[config.mk]
export PLATFORM = sky130hd
export DESIGN_NAME = instr_fetch
export DESIGN_NICKNAME = d
export VERILOG_FILES = /design/src/rtl/instr_fetch.sv
export SDC_FILE = /design/constraint.sdc
export NUM_CORES = 1
export LEC_CHECK = 0
export BUFFER_PORTS_ARGS = -buffer_cell sky130_fd_sc_hd__buf_2
export CORE_ASPECT_RATIO = 0.8
export CORE_MARGIN = 5
export CORE_UTILIZATION = 50
export DETAILED_ROUTE_END_ITERATION = 10
export GPL_TIMING_DRIVEN = 0
export MAX_ROUTING_LAYER = met4
export PLACE_DENSITY = 0.78
export SLEW_MARGIN = 20
export SYNTH_ARGS = -nofsm -noshare
export SYNTH_HDL_FRONTEND = slang
export SYNTH_SLANG_ARGS = --single-unit
[constraint.sdc]
create_clock -name CLK -period 4.5 [get_ports CLK]
set_input_delay 0 -clock CLK [delete_from_list [all_inputs] [get_ports CLK]]
set_output_delay 0 -clock CLK [all_outputs]
set_load 0.01 [all_outputs]
[src/rtl/instr_fetch.sv]
// Instruction fetch unit: issues one read at a time to instruction memory,
// buffers returned words in a small FIFO and hands them to decode.
// A flush empties the queue and poisons any read still in flight.
module instr_fetch #(
   parameter int unsigned DATA_W = 32,
   parameter int unsigned QDEPTH = 2    // 2 or 4
) (
   input  logic              CLK,
   input  logic              RESET,
   input  logic [15:0]       PC,
   output logic              PC_EN,
   output logic [15:0]       MEM_ADDR,
   output logic              MEM_REQ,
   input  logic              MEM_ACK,
   input  logic [DATA_W-1:0] MEM_DATA,
   input  logic              FLUSH,
   output logic [DATA_W-1:0] IR,
   output logic              IR_VALID,
   input  logic              IR_READY
);

   localparam int unsigned PTR_W = $clog2(QDEPTH);
   localparam int unsigned CNT_W = PTR_W + 1;

   typedef enum logic [1:0] {StIdle, StReq, StWait} state_e;

   state_e            state_q, state_d;
   logic              discard_q, discard_d;
   logic [15:0]       addr_q, addr_d;
   logic [DATA_W-1:0] queue_q [QDEPTH];
   logic [PTR_W-1:0]  rd_ptr_q, wr_ptr_q;
   logic [CNT_W-1:0]  count_q;
   logic              push, pop;

   // Fetch FSM next-state, memory handshake and PC increment strobe
   always_comb begin
      state_d   = state_q;
      discard_d = discard_q;
      addr_d    = addr_q;
      push      = 1'b0;
      PC_EN     = 1'b0;
      MEM_REQ   = 1'b0;
      unique case (state_q)
         StIdle: begin
            if ((count_q < CNT_W'(QDEPTH)) && !FLUSH) begin
               state_d = StReq;
               addr_d  = PC;
            end
         end
         StReq: begin
            MEM_REQ = 1'b1;
            if (MEM_ACK) begin
               // A poisoned or same-cycle-flushed read completes but is dropped
               push      = !discard_q && !FLUSH;
               PC_EN     = push;
               discard_d = 1'b0;
               state_d   = StWait;
            end else if (FLUSH) begin
               discard_d = 1'b1;
            end
         end
         StWait: begin
            // One idle cycle lets the PC register settle before the next issue
            state_d = StIdle;
         end
         default: begin
            state_d = StIdle;
         end
      endcase
   end

   // FSM state, discard flag and memory address registers
   always_ff @(posedge CLK) begin
      if (RESET) begin
         state_q   <= StIdle;
         discard_q <= 1'b0;
         addr_q    <= '0;
      end else begin
         state_q   <= state_d;
         discard_q <= discard_d;
         addr_q    <= addr_d;
      end
   end

   assign MEM_ADDR = addr_q;
   assign IR_VALID = (count_q != '0);
   assign pop      = IR_VALID && IR_READY;
   // No bypass: IR only shows words already written into the queue
   assign IR       = IR_VALID ? queue_q[rd_ptr_q] : '0;

   // Queue pointers and occupancy; flush wins over any push or pop
   always_ff @(posedge CLK) begin
      if (RESET || FLUSH) begin
         rd_ptr_q <= '0;
         wr_ptr_q <= '0;
         count_q  <= '0;
      end else begin
         if (push) begin
            wr_ptr_q <= wr_ptr_q + PTR_W'(1);
         end
         if (pop) begin
            rd_ptr_q <= rd_ptr_q + PTR_W'(1);
         end
         if (push && !pop) begin
            count_q <= count_q + CNT_W'(1);
         end else if (pop && !push) begin
            count_q <= count_q - CNT_W'(1);
         end
      end
   end

   // Queue storage; push is never raised while the queue is full
   always_ff @(posedge CLK) begin
      if (push && !RESET) begin
         queue_q[wr_ptr_q] <= MEM_DATA;
      end
   end

endmodule

==> summary.md, run 1 <==
| Metric | Value |
|---|---|
| Status | `finished, final reports clean` |
| Hold depth | `2` |
| Crit-path max cell delay | `0.73 ns` |
| First-pass GRT wire length | `around 12000 um` |
| Maximum VDD drop | `0.228 mV` |
| Max-cap violations | `0` |
| DRC viols | `0` |
| Max-slew headroom | `0.441` |
| Largest net degree at the start of global routing | `18` |
| Synthesis-stage register bit count | `88` |
| TritonCTS clock tree | `done` |
| Most common cell in the synthesized netlist | `edfxtp_1` |
| Area added between synthesis and finish | `40.8%` |
| Core area | `between 0.006 and 0.007 sq mm` |
| Footprint of the multi-input gates | `between 800 and 900 sq um` |
| Site Rows | `26` |
| Yosys top cell area share | `0.578` |
| Crit-path cells | `nand2_1 -> or4_1 -> nor3b_2 -> buf_6 -> buf_4` |
| Antenna cells | `0` |
| Unique masters post-synth | `24` |
| CP max-delay cell | `nor3b_2` |
| RR Startpoint | `state_q[0]$_SDFFE_PP0P_` |
| Buf/Inv on CP | `2` |
| H-tree depth | `3` |
| Min Hold Slack | `0.0321 ns` |
| Initial antenna violation count | `0` |
| Fin nets | `465` |
| Kind of critical path | `reg -> reg` |
| HPWL Detailed | `4730 um` |
| Arr. time, crit path | `2.53 ns` |
| Worst Hold Class | `in -> reg` |
| Utilization after layout | `0.727` |
| Port Buf Inserts | `101` |
| Dominant cells by area after synthesis | `edfxtp_1 58%, dfxtp_1 14%, mux2i_1 9.9%, nor2_1 4.1%, nand2_1 4.0%` |
| Seq/Total Area, Yosys | `0.722` |
| Final setup violating endpoints | `0` |
| RR Endpoint | `queue_q[1][7]$_DFFE_PP_` |
| Critical path's top delay family | `simple AND/OR/NAND/NOR gates` |
| Synthesized instance count | `245` |
| Final Power | `1.52 mW` |
| GRT Util Overall | `0.190` |
| Unrepaired setup endpoints after global routing | `false` |
| Antenna viol nets, final | `0` |
| Sequential Area | `between 0.002 and 0.0025 sq mm` |
| Worst setup EP type | `flop` |
| Hold wc startpoint | `RESET` |
| Routed wire length | `7580 um` |
| Post-synth EDFFs | `64` |
| Drt first pass iters | `4` |
| Worst EP required | `4.55 ns` |
| Yosys warnings | `0` |
| Reg2Reg Depth | `5` |
| Deepest clock path buffer count | `2` |
| Worst Skew | `0.00742 ns` |
| Synth cell count leaders | `64 x edfxtp_1, 36 x nor2_1, 35 x nand2_1` |
| Chip Height | `82.9 um` |
| Layout cells sized above 1 | `0.320` |
| Vias in the first global route | `approximately 2700` |
| P per Cell Area | `325 mW/mm^2` |
| CTS Sinks | `88` |
| Cts bufs inserted | `9` |
| Worst-path clk slew | `0.09 ns` |
| Clk root buf | `clkbuf_8` |
| Fmax | `between 0.4 and 0.5 GHz` |
| Hold endpoint | `discard_q$_SDFFE_PP0P_` |
| Via/cell ratio | `about 4.9` |
| DR vias | `~2400` |
| Mapped cell area | `about 0.0033 sq mm` |
| Yosys top cell by area | `edfxtp_1` |
| Initial Util | `0.516` |
| Syn avg cell area | `around 14 sq um` |
| Startpoint types | `flop` |
| Drt initial violations | `106` |
| R2R setup slack | `between 2 and 2.5 ns` |
| Chip width | `a little over 100 um` |
| Primary FF master, synth | `edfxtp_1` |
| Crit-path max FO | `10` |
| I/O pin count | `about 100` |
| Wire per inst | `around 15 um` |
| Tcrit/Tclk final | `0.552` |
| P_leak | `1.87 nW` |
| Grt total ovfl | `0` |
| Hold Fails Final Rpt | `0` |
| Slew @ Worst Pin | `0.835 ns` |
| GP Congestion | `about 0.76` |
| Clock Latency Late Sink | `0.34 ns` |
| Async S/R FF share, synth | `0` |
| Tmin final | `2.48 ns` |
| Pins Over Slew Limit | `0` |
| Fill count | `446` |
| Syn Nets | `299` |
| DIE AREA | `0.00839 sq mm` |
==> timing repair <==
item / in CTS / in global routing
setup buffers: 0 / 0
hold endpoints to repair: 86 / 0
gates resized for setup: 0 / 0
setup endpoints to repair: 0 / 0
hold buffers: 50 / 0
==> area by class of cell <==
class                   count  area share
flip-flops and latches     88       0.513
repair buffers            155       0.226
multi-input cells         141       0.183
clock buffers               9      0.0265
well taps                  84      0.0224
plain buffers              14      0.0158
clock inverters             7      0.0118
inverters                   2     0.00160
==> metrics by stage <==
stage,cells,worst slack [ns],setup TNS [ns],instance area [sq um]
floorplan,245,0.689,0,3330
global placement,430,-0.730,-23.32,3940
detailed placement,434,2.00,0,4000
CTS,500,1.99,0,4680
global route,500,1.86,0,4680
finish,500,2.02,0,4680
==> registers in the layout, summed over array words and instances, names as in the netlist, named ones only <==
register,cells
state_q,2
queue_q,64
wr_ptr_q,1
rd_ptr_q,1
count_q,2
MEM_ADDR,16
discard_q,1
==> report_power, final <==
part,leakage (nW),internal (mW),total (mW),switching [mW]
clock network,0.0877,0.206,0.483,0.277
logic,1.01,0.0774,0.148,0.0703
registers,0.772,0.881,0.889,0.00782
==> cell usage in the layout, fill, tap and decap left out, drive strengths merged, types with 3 or more instances in the layout <==
master | Yosys | routed
nor3 | 3 | 3
clkinv | 0 | 3
dfxtp | 24 | 24
buf | 7 | 112
mux2i | 33 | 33
clkbuf | 7 | 16
inv | 2 | 4
a21oi | 18 | 18
nor2 | 36 | 36
nand2 | 35 | 35
edfxtp | 64 | 64
xor2 | 3 | 3
dlygate4sd3 | 0 | 50
==> per-layer routing <==
layer  part of all wire  global-route usage  up-vias  wire, um
met3              0.060              0.0486       22       454
li1                   -                   -     1195         -
met4              0.026              0.0737        0       197
met1               0.41               0.217     1130      3080
met2               0.51               0.319       92      3850
met5                  0                   -        -         0
==> worst max path at each step <==
stage | start | endpoint | slack (ns) | depth (start not counted)
final | state_q[0]$_SDFFE_PP0P_ | queue_q[1][7]$_DFFE_PP_ | 2.02 | 5
after global routing | state_q[0]$_SDFFE_PP0P_ | queue_q[1][30]$_DFFE_PP_ | 1.86 | 5
after CTS | state_q[0]$_SDFFE_PP0P_ | queue_q[1][3]$_DFFE_PP_ | 1.99 | 5
after detailed placement | state_q[0]$_SDFFE_PP0P_ | queue_q[1][24]$_DFFE_PP_ | 2.00 | 5
after global placement | state_q[1]$_SDFFE_PP0P_ | queue_q[1][8]$_DFFE_PP_ | -0.73 | 2
after floorplan | state_q[1]$_SDFFE_PP0P_ | queue_q[1][0]$_DFFE_PP_ | 0.69 | 2
==> cells by family after synthesis <==
family                   synth area share
flip-flops                          0.722
AND/OR/NAND/NOR                     0.106
multiplexers                       0.0993
AO/OA/AOI/OAI                      0.0357
buffers and inverters              0.0245
XOR/XNOR                          0.00790
adder cells (fa/ha/maj)           0.00376
(Power assumes the default switching activity.)
==> run 2: changes to the inputs <==
--- a/config.mk
+++ b/config.mk
@@ -5,14 +5,15 @@
 export SDC_FILE = /design/constraint.sdc
 export NUM_CORES = 1
 export LEC_CHECK = 0
+export ABC_AREA = 1
 export BUFFER_PORTS_ARGS = -buffer_cell sky130_fd_sc_hd__buf_2
 export CORE_ASPECT_RATIO = 0.8
 export CORE_MARGIN = 5
-export CORE_UTILIZATION = 50
+export CORE_UTILIZATION = 46
 export DETAILED_ROUTE_END_ITERATION = 10
 export GPL_TIMING_DRIVEN = 0
 export MAX_ROUTING_LAYER = met4
-export PLACE_DENSITY = 0.78
+export PLACE_DENSITY = 0.75
 export SLEW_MARGIN = 20
 export SYNTH_ARGS = -nofsm -noshare
 export SYNTH_HDL_FRONTEND = slang
==> constraint.sdc (replaced) <==
create_clock -name CLK -period 2.2 [get_ports CLK]
set_input_delay 0 -clock CLK [delete_from_list [all_inputs] [get_ports CLK]]
set_output_delay 0 -clock CLK [all_outputs]
set_load 0.01 [all_outputs]
==> run 2 against run 1 <==
Register-to-register slack worse by 1.6 ns; hold slack got worse by 0.0049 ns; clock power rose by 140%; largest cell class unchanged; largest power group unchanged; highest routed layer unchanged.
==> summary.md, run 2 <==
| Metric | Value |
|---|---|
| Worst EP required | `2.25 ns` |
| Initial Util | `0.468` |
| Antenna cells | `0` |
| First-pass GRT wire length | `13200 um` |
| Synth Area in XOR/XNOR | `0` |
| Commonest non-fill, non-tap cell in the layout | `buf_2` |
| I/O pin count | `104` |
| Pins Over Slew Limit | `0` |
| Worst setup EP type | `flop` |
| Port Buf Inserts | `103` |
| Hold depth | `4` |
| P_int | `roughly 2.6 mW` |
| H-tree depth | `3` |
| Yosys top cell area share | `0.558` |
| CP max-delay cell | `dfxtp_1` |
| Via/cell ratio | `just under 5` |
| Mapped cell area | `0.00344 sq mm` |
| Antenna viol nets, final | `0` |
| Critical path's top delay family | `simple AND/OR/NAND/NOR gates` |
| Unrepaired setup endpoints after global routing | `false` |
| Worst Hold Class | `in -> reg` |
| Simple-gate area share of the yosys netlist | `0.165` |
| Post-CTS Resized | `0` |
| GRT Util Overall | `0.189` |
| Max-cap violations | `0` |
| Cts bufs inserted | `9` |
| Combinational family with the most area after synthesis | `simple AND/OR/NAND/NOR gates` |
| Part of the power in registers | `0.545` |
| Synth Area in Adders | `0.00363` |
| Clk pwr share | `0.352` |
| Tmin final | `1.82 ns` |
| Most frequent CP cell | `nor2_4` |
| P per Cell Area | `between 600 and 700 mW/mm^2` |
| Crit-path max FO | `21` |
| Post-layout instance area | `a little under 0.005 sq mm` |
| Vias in the first global route | `2823` |
| Most common cell in the synthesized netlist | `nand2_1` |
| Synthesis-stage register bit count | `88` |
| Top reg by flops | `queue_q` |
| Crit-path max cell delay | `0.43 ns` |
| Largest register FFs | `64` |
| Syn Nets | `approximately 350` |
| Worst Skew | `a little under 0.01 ns` |
| Grt total ovfl | `0` |
| Synthesized instance count | `295` |
| Initial antenna violation count | `0` |
| Post-synth EDFFs | `between 60 and 70` |
| Deepest clock path buffer count | `2` |
| Clock Latency Late Sink | `0.35 ns` |
| DR vias | `2709` |
| Wire per inst | `14.5 um` |
| Most frequent cells in the layout | `112 x buf_2, 83 x nand2_1, 64 x edfxtp_1, 52 x dlygate4sd3_1, 44 x a21oi_1` |
| Yosys warnings | `0` |
| Final setup violating endpoints | `0` |
| Site Rows | `28` |
| Drt first pass iters | `4` |
| Placed Area | `0.00415 sq mm` |
| Status | `finished, final reports clean` |
| HPWL Detailed | `5340 um` |
| Net Sw Frac | `0.217` |
| Sw power | `0.726 mW` |
| Chip width | `107 um` |
| Dominant cells by area after synthesis | `edfxtp_1 56%, dfxtp_1 14%, nand2_1 9.0%, a21oi_1 6.4%, a21oi_2 2.5%` |
| Primary FF master, synth | `edfxtp_1` |
| Post-synthesis mux area share | `0` |
| Max-slew headroom | `0.628` |
| Fill count | `565` |
| Syn avg cell area | `11.7 sq um` |
| Arr. time, crit path | `1.88 ns` |
| Async S/R FF share, synth | `0` |
| Routed wire length | `8120 um` |
| Startpoint types | `flop` |
| Yosys top cell by area | `edfxtp_1` |
| Fin nets | `~520` |
| Slew @ Worst Pin | `0.559 ns` |
| Levels on crit path | `5` |
| Comb power frac | `0.103` |
| Compound-Gate Fraction of Synth Area | `0.0908` |
| Hold Fails Final Rpt | `0` |
| Tcrit/Tclk final | `0.828` |
| Maximum VDD drop | `0.380 mV` |
| Crit-path cells | `inv_1 -> nor2_4 -> nand4_1 -> nor2_4 -> buf_16` |
| Fmax | `0.549 GHz` |
| Synth cell count leaders | `83 x nand2_1, 64 x edfxtp_1, 44 x a21oi_1` |
| DIE AREA | `just over 0.009 sq mm` |
| Seq/Total Area, Yosys | `0.697` |
| Reg2Reg Depth | `5` |
| Worst-path clk slew | `0.09 ns` |
| Unique masters post-synth | `22` |
| GP Congestion | `around 0.79` |
| P_leak | `between 2 and 2.5 nW` |
| CTS Sinks | `88` |
| Layout cells sized above 1 | `0.338` |
| Drt initial violations | `99` |
| Buf/Inv on CP | `2` |
| DRC viols | `0` |
| Clk root buf | `clkbuf_8` |
| Chip Height | `87.4 um` |
| Largest net degree at the start of global routing | `22` |
| Kind of critical path | `reg -> reg` |
| Area added between synthesis and finish | `42.0%` |
| TritonCTS clock tree | `done` |
| Core area | `0.00736 sq mm` |
| Utilization after layout | `0.665` |
## run 2: logic make-up after synthesis
logic type      count (synthesis)
compound gates                 55
fa+ha+maj                       1
buf+inv                        28
flops                          88
simple gates                  123
## run 2: worst paths after layout
kind	from	endpoint	slack, ns
worst max-delay path	state_q[0]$_SDFFE_PP0P_	queue_q[0][4]$_DFFE_PP_	0.38
worst min-delay path	FLUSH	MEM_ADDR[15]$_SDFFE_PP0P_	0.03
worst max register to register	state_q[0]$_SDFFE_PP0P_	queue_q[0][4]$_DFFE_PP_	0.38
worst min register to register	MEM_ADDR[13]$_SDFFE_PP0P_	MEM_ADDR[13]$_SDFFE_PP0P_	0.46
## run 2: power by group through the flow
| stage | clock network, mW | registers (mW) | logic [mW] |
|---|---|---|---|
| after floorplan | 0 | 1.87 | 0.138 |
| after global placement | 0 | 1.86 | 0.259 |
| after detailed placement | 0 | 1.86 | 0.271 |
| after CTS | 1.21 | 1.83 | 0.343 |
| after global routing | 1.28 | 1.83 | 0.379 |
| final | 1.18 | 1.83 | 0.345 |
## run 2: worst min-delay path: stages
cell and delay [ns]:
buf_2 0.13, nor2_4 0.07, nand3_1 0.08, a21oi_1 0.06
## run 2: final cells by class
type,count,area [sq um],area share
inverters,13,48.8,0.00998
plain buffers,15,98.8,0.0202
clock buffers,11,131,0.0269
well taps,90,113,0.0230
flip-flops and latches,88,2400,0.491
clock inverters,5,81.3,0.0166
multi-input cells,179,913,0.187
repair buffers,159,1100,0.225
## run 2: routing by layer
layer	GRT usage	share of wire	up-vias
met5	-	0	-
met4	0.0476	0.013	0
met3	0.0460	0.041	11
met2	0.329	0.52	68
met1	0.221	0.42	1273
li1	-	-	1357
## run 2: timing repair
action | in CTS | in global routing
endpoints found under the setup margin | 0 | 11
hold buffers | 52 | 0
buffers inserted | 0 | 1
endpoints found under the hold margin | 84 | 0
## run 2: through the flow
| stage | hold slack [ns] | setup slack (ns) | cells | power [mW] | TNS (ns) |
|---|---|---|---|---|---|
| after floorplan | 0.0989 | 0.152 | 295 | 2.01 | 0 |
| after global placement | 0.188 | -0.302 | 488 | 2.12 | -17.55 |
| after detailed placement | 0.192 | 0.0801 | 491 | 2.13 | 0 |
| after CTS | 0.0103 | 0.0606 | 559 | 3.38 | 0 |
| after global routing | 0.0442 | 0.302 | 560 | 3.48 | 0 |
| final | 0.0272 | 0.378 | 560 | 3.35 | 0 |
==> run 3: changes to the inputs <==
==> constraint.sdc (replaced) <==
create_clock -name CLK -period 1.5 [get_ports CLK]
set_input_delay 0 -clock CLK [delete_from_list [all_inputs] [get_ports CLK]]
set_output_delay 0 -clock CLK [all_outputs]
set_load 0.01 [all_outputs]
==> run 3 against run 2 <==
Via count rose by 2.8%; cell count rose by 1.8%; register-to-register slack got worse by 0.30 ns; utilization rose by 2.0 points; critical path depth rose by 1; wire length rose by 3.5%; setup slack got worse by 0.33 ns; clock skew barely moved; critical endpoint is now queue_q[1][1]$_DFFE_PP_.
==> summary.md, run 3 (same netlist as run 2, synthesis figures left out) <==
| Metric | Value |
|---|---|
| Worst Hold Class | `in -> reg` |
| Layout cells sized above 1 | `0.388` |
| Tcrit/Tclk final | `0.967` |
| Pins Over Slew Limit | `0` |
| Vias in the first global route | `between 2000 and 3000` |
| DP Worst Slack | `-0.456 ns` |
| Max-slew headroom | `0.625` |
| Initial Util | `0.468` |
| Deepest clock path buffer count | `2` |
| Largest register FFs | `64` |
| Commonest non-fill, non-tap cell in the layout | `buf_2` |
| Site Rows | `28` |
| GRT Util Overall | `0.200` |
| Min Hold Slack | `0.0791 ns` |
| Area added between synthesis and finish | `46.3%` |
| TritonCTS clock tree | `done` |
| DR vias | `2784` |
| Tmin final | `1.45 ns` |
| Max-cap violations | `0` |
| Antenna cells | `0` |
| H-tree depth | `3` |
| Drt first pass iters | `4` |
| Worst-path clk slew | `0.09 ns` |
| Routed wire length | `8400 um` |
| Wire per inst | `14.7 um` |
| Final TNS setup | `0 ns` |
| Initial antenna violation count | `0` |
| Chip Height | `87.4 um` |
| Chip width | `between 100 and 150 um` |
| Final setup violating endpoints | `0` |
| Drt initial violations | `127` |
| Top reg by flops | `queue_q` |
| GP Congestion | `0.753` |
| Largest net degree at the start of global routing | `17` |
| Fill count | `roughly 560` |
| Core area | `0.00736 sq mm` |
| Port Buf Inserts | `103` |
| Utilization after layout | `0.685` |
| DIE AREA | `0.00933 sq mm` |
| I/O pin count | `104` |
| Status | `finished, final reports clean` |
| DRC viols | `0` |
| Fmax | `0.689 GHz` |
| Worst setup margin | `0.0489 ns` |
| Clock Latency Late Sink | `0.35 ns` |
| Slew @ Worst Pin | `0.563 ns` |
| Footprint of the multi-input gates | `approximately 960 sq um` |
| CTS Sinks | `88` |
| Antenna viol nets, final | `0` |
| Maximum VDD drop | `about 0.6 mV` |
| First-pass GRT wire length | `14000 um` |
| P per Cell Area | `921 mW/mm^2` |
| Grt total ovfl | `0` |
| Clk root buf | `clkbuf_8` |
| Post-layout instance area | `0.00504 sq mm` |
| Kind of critical path | `in -> reg` |
| Sequential Area | `0.00241 sq mm` |
| Hold Fails Final Rpt | `0` |
| Reg2Reg Depth | `10` |
| HPWL Detailed | `5340 um` |
| Startpoint types | `primary input` |
| Via/cell ratio | `4.88` |
| Crit-path max FO | `10` |
| Cts bufs inserted | `9` |
| Worst Skew | `0.00965 ns` |
| Arr. time, crit path | `1.51 ns` |
| Fin nets | `529` |
| Placed Area | `0.00414 sq mm` |
| P_leak | `2.08 nW` |
| Worst EP required | `~1.6 ns` |
| Worst setup EP type | `flop` |
| Unrepaired setup endpoints after global routing | `true` |
| Hold depth | `4` |
| Most frequent cells in the layout | `107 x buf_2, 83 x nand2_1, 64 x edfxtp_1, 52 x dlygate4sd3_1, 41 x a21oi_1` |
==> run 3: cell count changes in the layout (fill, tap and decap cells not counted), sizes merged <==
cell / previous run / this run
clkbuf: 14 / 10
inv: 13 / 14
buf: 119 / 130
bufinv: 2 / 0
clkinvlp: 0 / 3
nor2: 7 / 8
==> run 3: metrics by stage <==
| stage | instances | total power [mW] |
|---|---|---|
| final | 570 | 4.64 |
| after global routing | 570 | 4.84 |
| after CTS | 568 | 4.67 |
| after detailed placement | 490 | 3.13 |
| after global placement | 488 | 3.11 |
| after floorplan | 295 | 2.95 |
==> run 3: layer usage <==
| layer | vias up | wire, um | GRT usage |
|---|---|---|---|
| li1 | 1376 | - | - |
| met1 | 1322 | 3480 | 0.226 |
| met2 | 77 | 4410 | 0.360 |
| met3 | 9 | 417 | 0.0519 |
| met4 | 0 | 90 | 0.0453 |
| met5 | - | 0 | - |
==> run 3: area by class of cell <==
class                      instances  share of cell area
multi-input combinational        180               0.190
inverter                          13              0.0107
buffer                            15              0.0303
tap                               90              0.0223
clock buffer                       9              0.0246
clock inverter                     7             0.00944
timing repair buffer             168               0.235
sequential                        88               0.478
==> run 3: power by group <==
part | internal (mW) | leakage (nW) | switching, mW
combinational | 0.275 | 1.23 | 0.266
sequential | 2.65 | 0.775 | 0.0271
clock | 0.598 | 0.0769 | 0.827
==> run 3: final timing paths <==
path,start,to,slack [ns]
max,RESET,queue_q[1][1]$_DFFE_PP_,0.05
min,FLUSH,MEM_ADDR[12]$_SDFFE_PP0P_,0.08
max reg2reg,state_q[0]$_SDFFE_PP0P_,count_q[1]$_SDFFE_PP0P_,0.08
min reg2reg,MEM_ADDR[12]$_SDFFE_PP0P_,MEM_ADDR[12]$_SDFFE_PP0P_,0.47
==> run 3: critical path: stages <==
cell	delay [ns]
dlygate4sd3_1	0.56
buf_2	0.14
clkbuf_1	0.26
nor3_4	0.24
buf_4	0.16
buf_6	0.14
==> run 3: what timing repair did <==
item,CTS,global route
setup endpoints to repair,95,30
hold buffers,52,0
cloned,1,0
buffers inserted,9,2
resized for setup,14,25
pin swaps,5,2
hold endpoints to repair,84,0
